`src/rtl/thermal_monitor_pkg.sv`:
```
// thermal_monitor_pkg: register map, FSM states and timing constants for the DTR sequencer.
package thermal_monitor_pkg;

    typedef enum logic [2:0] {
        S_IDLE,
        S_START,
        S_CONVERT,
        S_CAPTURE,
        S_ACCUM,
        S_WAIT
    } state_e;

    localparam logic [7:0] ADDR_CTRL   = 8'h04;
    localparam logic [7:0] ADDR_RAW    = 8'h08;
    localparam logic [7:0] ADDR_AVG    = 8'h0C;
    localparam logic [7:0] ADDR_THR_HI = 8'h10;
    localparam logic [7:0] ADDR_THR_LO = 8'h14;
    localparam logic [7:0] ADDR_STATUS = 8'h18;
    localparam logic [7:0] ADDR_COUNT  = 8'h1C;

    localparam int CTRL_EN    = 0;
    localparam int CTRL_TRIG  = 1;
    localparam int ST_OVER    = 0;
    localparam int ST_BUSY    = 1;
    localparam int ST_CAPERR  = 2;

    localparam logic [7:0] THR_HI_RST = 8'hC0;
    localparam logic [7:0] THR_LO_RST = 8'hB0;

    localparam int START_CYCLES = 4;
    localparam int CAP_MIN      = 2;
    localparam int CAP_TIMEOUT  = 16;

endpackage

```
`src/rtl/thermal_monitor_dtr_code_sync.sv`:
```
// dtr_code_sync: two-flop synchronizer for the DTR code plus a one-cycle-apart match compare.
module dtr_code_sync (
    input  logic       clk,
    input  logic       rst_n,
    input  logic [7:0] dtr_code,
    output logic [7:0] code,
    output logic       stable
);

    logic [7:0] s1_q, s1_d, s2_q, s2_d, s3_q, s3_d;

    always_comb begin
        s1_d = dtr_code;
        s2_d = s1_q;
        s3_d = s2_q;
    end

    always_ff @(posedge clk or negedge rst_n) begin
        if (!rst_n) begin
            s1_q <= '0;
            s2_q <= '0;
            s3_q <= '0;
        end else begin
            s1_q <= s1_d;
            s2_q <= s2_d;
            s3_q <= s3_d;
        end
    end

    assign code   = s2_q;
    assign stable = s2_q == s3_q;

endmodule

```
`src/rtl/thermal_monitor.sv`:
```
// thermal_monitor: periodic DTR conversion sequencer with de-glitched capture, averaging and hysteretic alarm.
module thermal_monitor
    import thermal_monitor_pkg::*;
#(
    parameter int CONV_CYCLES   = 1024,
    parameter int PERIOD_CYCLES = 1000000,
    parameter int AVG_LOG2      = 3
) (
    input  logic        clk,
    input  logic        rst_n,
    input  logic        bus_req,
    input  logic        bus_we,
    input  logic [7:0]  bus_addr,
    input  logic [31:0] bus_wdata,
    output logic [31:0] bus_rdata,
    output logic        bus_ack,
    output logic        dtr_start,
    input  logic [7:0]  dtr_code,
    output logic        over_temp,
    output logic        sample_strobe
);

    localparam int CW = $clog2(PERIOD_CYCLES + 1);
    localparam int AW = 8 + AVG_LOG2;
    localparam int NW = AVG_LOG2 + 1;
    localparam logic [NW-1:0] N_LAST = NW'((1 << AVG_LOG2) - 1);

    state_e        state_q, state_d;
    logic [CW-1:0] cnt_q, cnt_d, per_q, per_d;
    logic          en_q, en_d, pend_q, pend_d, err_q, err_d, ot_q, ot_d;
    logic          strobe_q, strobe_d, ack_q, ack_d;
    logic [7:0]    samp_q, samp_d, raw_q, raw_d, avg_q, avg_d, hi_q, hi_d, lo_q, lo_d;
    logic [AW-1:0] acc_q, acc_d;
    logic [NW-1:0] n_q, n_d;
    logic [15:0]   count_q, count_d;
    logic [31:0]   rdata_q, rdata_d;

    logic [7:0]    code;
    logic          stable;

    dtr_code_sync u_sync (
        .clk      (clk),
        .rst_n    (rst_n),
        .dtr_code (dtr_code),
        .code     (code),
        .stable   (stable)
    );

    logic          wr, rd, wr_ctrl, wr_status, wr_hi, wr_lo, go, busy;
    logic          cap_ok, cap_to, cap_done, consume, acc_stage, publish;
    logic [AW-1:0] sum;
    logic [7:0]    new_avg;
    logic [31:0]   rd_mux;
    logic          unused_wdata;

    assign wr        = bus_req && bus_we;
    assign rd        = bus_req && !bus_we;
    assign wr_ctrl   = wr && bus_addr == ADDR_CTRL;
    assign wr_status = wr && bus_addr == ADDR_STATUS;
    assign wr_hi     = wr && bus_addr == ADDR_THR_HI;
    assign wr_lo     = wr && bus_addr == ADDR_THR_LO;
    assign go        = en_q || pend_q;
    assign busy      = state_q != S_IDLE;
    assign unused_wdata = &{1'b0, bus_wdata[31:8]};

    // Accept only after the synchronizer has refilled since entering CAPTURE.
    assign cap_ok   = cnt_q >= CW'(CAP_MIN) && stable;
    assign cap_to   = !cap_ok && cnt_q == CW'(CAP_TIMEOUT - 1);
    assign cap_done = state_q == S_CAPTURE && (cap_ok || cap_to);

    assign acc_stage = state_q == S_ACCUM;
    assign publish   = acc_stage && n_q == N_LAST;
    assign sum       = acc_q + AW'(samp_q);
    assign new_avg   = 8'(sum >> AVG_LOG2);

    // per_q counts from the first start cycle so start-to-start spacing ignores capture length.
    always_comb begin
        state_d = state_q;
        cnt_d   = cnt_q + 1'b1;
        per_d   = per_q + 1'b1;
        case (state_q)
            S_IDLE: begin
                cnt_d = '0;
                per_d = '0;
                if (go) state_d = S_START;
            end
            S_START: if (cnt_q == CW'(START_CYCLES - 1)) begin
                state_d = S_CONVERT;
                cnt_d   = '0;
            end
            S_CONVERT: if (cnt_q == CW'(CONV_CYCLES - 1)) begin
                state_d = S_CAPTURE;
                cnt_d   = '0;
            end
            S_CAPTURE: if (cap_done) begin
                state_d = S_ACCUM;
                cnt_d   = '0;
            end
            S_ACCUM: begin
                state_d = go ? S_WAIT : S_IDLE;
                cnt_d   = '0;
            end
            S_WAIT: if (per_q == CW'(PERIOD_CYCLES - 1)) begin
                state_d = go ? S_START : S_IDLE;
                cnt_d   = '0;
                per_d   = '0;
            end
            default: state_d = S_IDLE;
        endcase
    end

    assign consume = (state_q == S_IDLE || state_q == S_WAIT) && state_d == S_START;

    assign rd_mux = bus_addr == ADDR_CTRL   ? {31'b0, en_q} :
                    bus_addr == ADDR_RAW    ? {24'b0, raw_q} :
                    bus_addr == ADDR_AVG    ? {24'b0, avg_q} :
                    bus_addr == ADDR_THR_HI ? {24'b0, hi_q} :
                    bus_addr == ADDR_THR_LO ? {24'b0, lo_q} :
                    bus_addr == ADDR_STATUS ? {29'b0, err_q, busy, ot_q} :
                    bus_addr == ADDR_COUNT  ? {16'b0, count_q} : 32'b0;

    always_comb begin
        pend_d   = wr_ctrl && bus_wdata[CTRL_TRIG] ? 1'b1 : consume ? 1'b0 : pend_q;
        en_d     = wr_ctrl ? bus_wdata[CTRL_EN] : en_q;
        hi_d     = wr_hi ? bus_wdata[7:0] : hi_q;
        lo_d     = wr_lo ? bus_wdata[7:0] : lo_q;
        err_d    = state_q == S_CAPTURE && cap_to ? 1'b1 :
                   wr_status && bus_wdata[ST_CAPERR] ? 1'b0 : err_q;
        samp_d   = cap_done ? code : samp_q;
        raw_d    = acc_stage ? samp_q : raw_q;
        acc_d    = publish ? '0 : acc_stage ? sum : acc_q;
        n_d      = publish ? '0 : acc_stage ? n_q + 1'b1 : n_q;
        avg_d    = publish ? new_avg : avg_q;
        count_d  = publish ? count_q + 16'd1 : count_q;
        strobe_d = publish;
        ot_d     = !publish ? ot_q : new_avg >= hi_q ? 1'b1 : new_avg < lo_q ? 1'b0 : ot_q;
        ack_d    = bus_req;
        rdata_d  = rd ? rd_mux : 32'b0;
    end

    always_ff @(posedge clk or negedge rst_n) begin
        if (!rst_n) begin
            state_q  <= S_IDLE;
            cnt_q    <= '0;
            per_q    <= '0;
            en_q     <= 1'b0;
            pend_q   <= 1'b0;
            err_q    <= 1'b0;
            ot_q     <= 1'b0;
            strobe_q <= 1'b0;
            ack_q    <= 1'b0;
            samp_q   <= '0;
            raw_q    <= '0;
            avg_q    <= '0;
            hi_q     <= THR_HI_RST;
            lo_q     <= THR_LO_RST;
            acc_q    <= '0;
            n_q      <= '0;
            count_q  <= '0;
            rdata_q  <= '0;
        end else begin
            state_q  <= state_d;
            cnt_q    <= cnt_d;
            per_q    <= per_d;
            en_q     <= en_d;
            pend_q   <= pend_d;
            err_q    <= err_d;
            ot_q     <= ot_d;
            strobe_q <= strobe_d;
            ack_q    <= ack_d;
            samp_q   <= samp_d;
            raw_q    <= raw_d;
            avg_q    <= avg_d;
            hi_q     <= hi_d;
            lo_q     <= lo_d;
            acc_q    <= acc_d;
            n_q      <= n_d;
            count_q  <= count_d;
            rdata_q  <= rdata_d;
        end
    end

    assign dtr_start     = state_q == S_START;
    assign over_temp     = ot_q;
    assign sample_strobe = strobe_q;
    assign bus_ack       = ack_q;
    assign bus_rdata     = rdata_q;

endmodule
```
`config.mk`:
```
export PLATFORM = sky130hd
export DESIGN_NAME = thermal_monitor
export DESIGN_NICKNAME = d
export VERILOG_FILES = /design/src/rtl/thermal_monitor_pkg.sv /design/src/rtl/thermal_monitor_dtr_code_sync.sv /design/src/rtl/thermal_monitor.sv
export SDC_FILE = /design/constraint.sdc
export NUM_CORES = 1
export LEC_CHECK = 0
export CELL_PAD_IN_SITES_DETAIL_PLACEMENT = 1
export CELL_PAD_IN_SITES_GLOBAL_PLACEMENT = 1
export CORE_ASPECT_RATIO = 1.25
export CORE_MARGIN = 2
export CORE_UTILIZATION = 45
export DETAILED_ROUTE_END_ITERATION = 16
export HOLD_SLACK_MARGIN = 0.03
export PLACE_DENSITY_LB_ADDON = 0.3
export SLEW_MARGIN = 20
export SYNTH_ARGS = -nofsm -noshare
export SYNTH_HDL_FRONTEND = slang
export SYNTH_SLANG_ARGS = --single-unit
```
`constraint.sdc`:
```
create_clock -name clk -period 3.9 [get_ports clk]
set_clock_uncertainty 0.15 [all_clocks]
set_input_delay 0.78 -clock clk [delete_from_list [all_inputs] [get_ports clk]]
set_output_delay 0.78 -clock clk [all_outputs]
set_load 0.05 [all_outputs]
```
-- Yosys cells after proc, flatten, opt, wreduce, memory -nomap -nowiden
Index checks and enable logic that the tools add are counted.
- div/mod/pow operators: 0
- eq/ne operators: 19
- order comparisons: 3
- $mul: 0
- multiplexer cells: 33
- add/subtract/negate cells: 5
- bitwise logic cells: 0
- reduce and logical (&&, ||, !) cells: 27
- shifts and indexed selects: 0
- operator list (kind ; number):
    16-bit 2-to-1 mux ; 8
    20-bit 2-to-1 mux ; 5
    20-bit one-hot mux with 5 select lines ; 1
    20-bit by 1-bit adder with 20-bit output (second input constant) ; 2
    20-bit one-hot mux with 2 select lines ; 1
    8-bit by 5-bit == test with 1-bit output (second input constant) ; 4
    11-bit 2-to-1 mux ; 2
    20-bit by 10-bit == test with 1-bit output (second input constant) ; 1
    20-bit by 2-bit == test with 1-bit output (second input constant) ; 1
    20-bit == test (second input constant) ; 1
    20-bit by 4-bit == test with 1-bit output (second input constant) ; 1
    20-bit by 2-bit greater-or-equal comparator with 1-bit output (second input constant) ; 1
    3-bit 2-to-1 mux ; 6
    3-bit one-hot mux with 6 select lines ; 1
    16-bit by 1-bit adder with 16-bit output (second input constant) ; 1
    8-bit by 4-bit == test with 1-bit output (second input constant) ; 2
    1-bit logical AND ; 14
    11-bit by 8-bit adder with 11-bit output ; 1
    8-bit by 3-bit == test with 1-bit output (second input constant) ; 1
    8-bit == test ; 1
    8-bit greater-or-equal comparator ; 1
    8-bit < comparator ; 1
    4-bit 2-to-1 mux ; 2
    2-bit nonzero test ; 4
    12 further kinds ; 24
- bits in latches: 0
- memory bits (read-only): 0
- RAM bits: 0
- flip-flop bits (word level): 160
- memories kept: 0
- output and inout bits: 36
- logic and storage cells: 108

-- Depth between registers and ports, before layout
- word-level depth: 12
- mapped depth: 14
- depth with buffers taken out: 14

-- Modules after synthesis
Synthesis repeated with hierarchy kept, for this count alone.
- cells, all modules: 719
- area, all modules: 7527.2 µm²
- modules (own cells, without submodules) (module ; area an instance (µm²) ; times used ; sequential area each (µm²) ; cells each):
    thermal_monitor ; 6840.3 ; 1 ; 3409.5 ; 684
    dtr_code_sync ; 686.9 ; 1 ; 600.6 ; 35

-- Worst setup path before layout
OpenSTA, ideal clock, no wires.
- path type: register to register
- start point: register samp_q[0]
- end point: register ot_q, in the netlist over_temp
- library setup time: 0.126 ns
- arrival time: 2.935 ns
- period minus slack after synthesis: 3.211 ns
- cell stages (with the launch flop): 15
- setup slack: 0.689 ns
- cells stage by stage: dfrtp_1 ha_1 fa_1 a21oi_1 o21bai_1 and3b_1 or2_2 xnor2_1 ha_1 a21o_1 a21o_1 a211o_1 a22oi_1 o21ai_1 o21bai_1
- longest elaborated chain between the ends: 4
- ends and longest elaborated chain (what ; line ; source):
    start: declaration ; thermal_monitor.sv:32 ; logic [7:0] samp_q, samp_d, raw_q, raw_d, avg_q, avg_d, hi_q, hi_d, lo_q, lo_d;
    start signal: assignment ; thermal_monitor.sv:171 ; samp_q <= samp_d;
    11-bit by 8-bit adder with 11-bit output * ; thermal_monitor.sv:73 ; assign sum = acc_q + AW'(samp_q);
    net sum[8] ; thermal_monitor.sv:51 ; logic [AW-1:0] sum;
    8-bit greater-or-equal comparator / 8-bit < comparator (equally long branches) ; thermal_monitor.sv:136 ; ot_d = !publish ? ot_q : new_avg >= hi_q ? 1'b1 : new_avg < lo_q ? 1'b0 : ot_q;
    2-bit nonzero test (no line) ; -- ;
    2-bit AND reduction (no line) ; -- ;
    end signal: assignment ; thermal_monitor.sv:168 ; ot_q <= ot_d;
    end: declaration ; thermal_monitor.sv:30 ; logic en_q, en_d, pend_q, pend_d, err_q, err_d, ot_q, ot_d;
The timed path passes the listed nets; every way through them passes the cells marked *.
A chain may end at the register's enable or synchronous reset.

-- Final worst setup path
Same ends and word-level chain as after synthesis.

==> reports/results.tsv <==
metric	value	unit
status	completed	
relSlewSlack	57.5	%
ys.flop_type	dfrtp_1	
rrSetupSlack	0.35	ns
crit_arrival	3.70	ns
routedWlPerCell	17.9	um
syn_area	7630	um^2
n_fill_cell	1822	
final_antenna_net_count	0	
hold_viol_final	0	
grt_first_pass_wirelength	30000	um
worstSetupPathType	flip-flop to flip-flop	
leakagePower	4.16	nW
drtIter0Drc	286	
routabilityCongestion	0.861	
fin_tns_setup	0	ns
grt_pass1_vias	5983	
vias	5480	
synth_edf_count	0	
dieHeight	150	um
cts_sinks	160	
syn2layout_area_growth	16.7	%
rsz0062_at_grt	no	
grt_overflow	0	
timing.final.crit_share	90.9	%
crit_path_max_incr_delay	0.42	ns
final_cell_mix	dfrtp_1, nand2_1, nor2_1	
hp-class	primary input to async pin	
nNetsFinal	849	
final-setup-viol-count	0	
root_buffer	clkbuf_16	
ys_types	63	
layout_commonest_cell	dfrtp_1	
wl	17900	um
holdWs	0.193	ns
cts_setup_buffers	0	
rows	53	
max_cap_viol_count	0	
die_x	120	um
drc	0	
yosys_warnings	0	
worstMarginPinSlew	0.633	ns
cts_tree	yes	
io_buffers	47	
diodes	0	
grtUsageTotal	21.2	%
min_period	3.55	ns
drv_slew	0	
reg2reg_from	samp_q[0]	
post-dp-hpwl	12700	um
cts.path.max_buffers	2	
drive_gt1_share	12.1	%
core	16700	um^2
path_max_fanout	3	
power.total	0.00343	W
crit_chain	ha_1 > fa_1 > a21oi_1 > o21bai_1 > and3b_1 > or2_2 > xnor2_1 > ha_1 > a21o_1 > a21o_1 > a211o_1 > a22oi_1 > o21ai_1 > o21bai_1	
multi_input_area	3370	um^2
vias_per_cell	5.48	
seq_area	4010	um^2
netlist_instances	711	
grt_max_degree	68	
clk_latency	0.42	ns
synth_seq_cells	160	
rr_endpoint	over_temp	
ir_worst_vdd	0.000289	V
cp-start-kind	flip-flop	
cts_hold_buf	0	
seq_area_frac_synth	52.6	%
synthArstFlopShare	100	%
critPathRequiredTime	4.05	ns
syn_area_per_cell	10.7	um^2
fmax	282	MHz
end_kind	flip-flop	
numCtsBuffers	17	
pwr_density_cell	385	nW/um^2
grt_antenna_before_repair	0	
clkTransAtPathRegs	0.06	ns
start_util	45.6	%
h-tree-depth	4	
rr_worst_depth	14	
dr.pass1.iters	4	
ioPinCount	88	
post_cts_resized	0	
dieArea	18000	um^2
slowest_stage	fa_1	
==> registers in the layout (all words and copies together), names as in the netlist, 11 cells and up <==
register / cells
bus_rdata: 16
acc_q: 11
per_q: 20
count_q: 16
cnt_q: 20
==> cell type report <==
class                           instances  area share (%)
Timing Repair Buffer                   59            6.45
Clock inverter                         10           0.970
Multi-Input combinational cell        504            37.9
Inverter                               26            1.15
Tap cell                              220            3.09
Clock buffer                           21            5.40
Sequential cell                       160            45.1
==> report_power, final <==
part / switching, W / internal, W / total, W
Combinational: 0.0000997 / 0.0000478 / 0.000148
Sequential: 0.0000126 / 0.00168 / 0.00169
Clock: 0.000654 / 0.000936 / 0.00159
Total: 0.000766 / 0.00266 / 0.00343
==> metal layers <==
layer / part of all wire (%) / vias to the layer above / track usage [%]
met5: 0 / - / 0
met4: 2.3 / 0 / 8.26
met3: 2.8 / 29 / 4.27
met2: 53 / 102 / 37.2
met1: 42 / 2807 / 25.5
li1: - / 2542 / -
==> cells by family (layout without fill, tap and decap cells) <==
logic type,count (synthesis),after routing,share of synthesized area (%)
AO/OA/AOI/OAI,101,101,8.74
XOR/XNOR,68,68,7.81
AND/OR/NAND/NOR,258,258,17.3
adder cells (fa/ha/maj),29,29,4.85
other,1,16,0.0492
buffers and inverters,62,116,3.99
multiplexers,32,32,4.71
flip-flops,160,160,52.6
==> cell usage after synthesis (all sizes together), types with 3 or more instances <==
| cell type | number | area share, % |
|---|---|---|
| dfrtp | 155 | 51 |
| nand2 | 84 | 4.1 |
| nor2 | 57 | 2.9 |
| xnor2 | 39 | 4.5 |
| a21oi | 32 | 2.1 |
| mux2 | 31 | 4.6 |
| xor2 | 29 | 3.3 |
| ha | 28 | 4.6 |
| inv | 25 | 1.2 |
| nand3 | 23 | 1.5 |
| buf | 21 | 1.9 |
| and3 | 17 | 1.4 |
| clkbuf | 15 | 0.74 |
| and2 | 14 | 1.1 |
| nand4 | 14 | 1.5 |
| o21ai | 13 | 0.85 |
| nor4 | 12 | 1.2 |
| nor3 | 7 | 0.52 |
| o22ai | 7 | 0.57 |
| a21o | 6 | 0.59 |
| a22oi | 6 | 0.59 |
| or2 | 6 | 0.49 |
| a221oi | 5 | 0.57 |
| dfstp | 5 | 1.7 |
| a211oi | 4 | 0.39 |
| a22o | 4 | 0.46 |
| nor2b | 4 | 0.33 |
| nor3b | 4 | 0.39 |
| o31ai | 4 | 0.39 |
| or3 | 4 | 0.33 |
| and4 | 3 | 0.34 |
| nor4b | 3 | 0.43 |
| o21a | 3 | 0.30 |
| o21bai | 3 | 0.30 |
==> worst max-delay path, delay by kind of cell (launching register included) <==
family	cells	cell delay (ns)
xor gates and xnor gates	1	0.18
adders and majority gates	3	0.99
DFF	1	0.39
AOI/OAI and AO/OA	8	1.32
and+or+nand+nor	2	0.38
==> per-stage QoR <==
step                setup slack (ns)  cells  cell area [um^2]  util, %
floorplan                      0.689    726              7680        -
global placement               0.404    969              8330     49.9
detailed placement             0.370    969              8330     49.9
CTS                            0.352   1000              8900     53.3
global route                  0.0441   1000              8900     53.3
finish                         0.353   1000              8900     53.3
==> worst max path at each step <==
stage,startpoint,to,cells after the start
finish,samp_q[0],over_temp,14
global route,samp_q[0],over_temp,14
CTS,samp_q[0],over_temp,14
detailed placement,samp_q[0],over_temp,14
global placement,samp_q[0],over_temp,14
floorplan,samp_q[0],over_temp,14
Power figures use the tool's default switching activity.
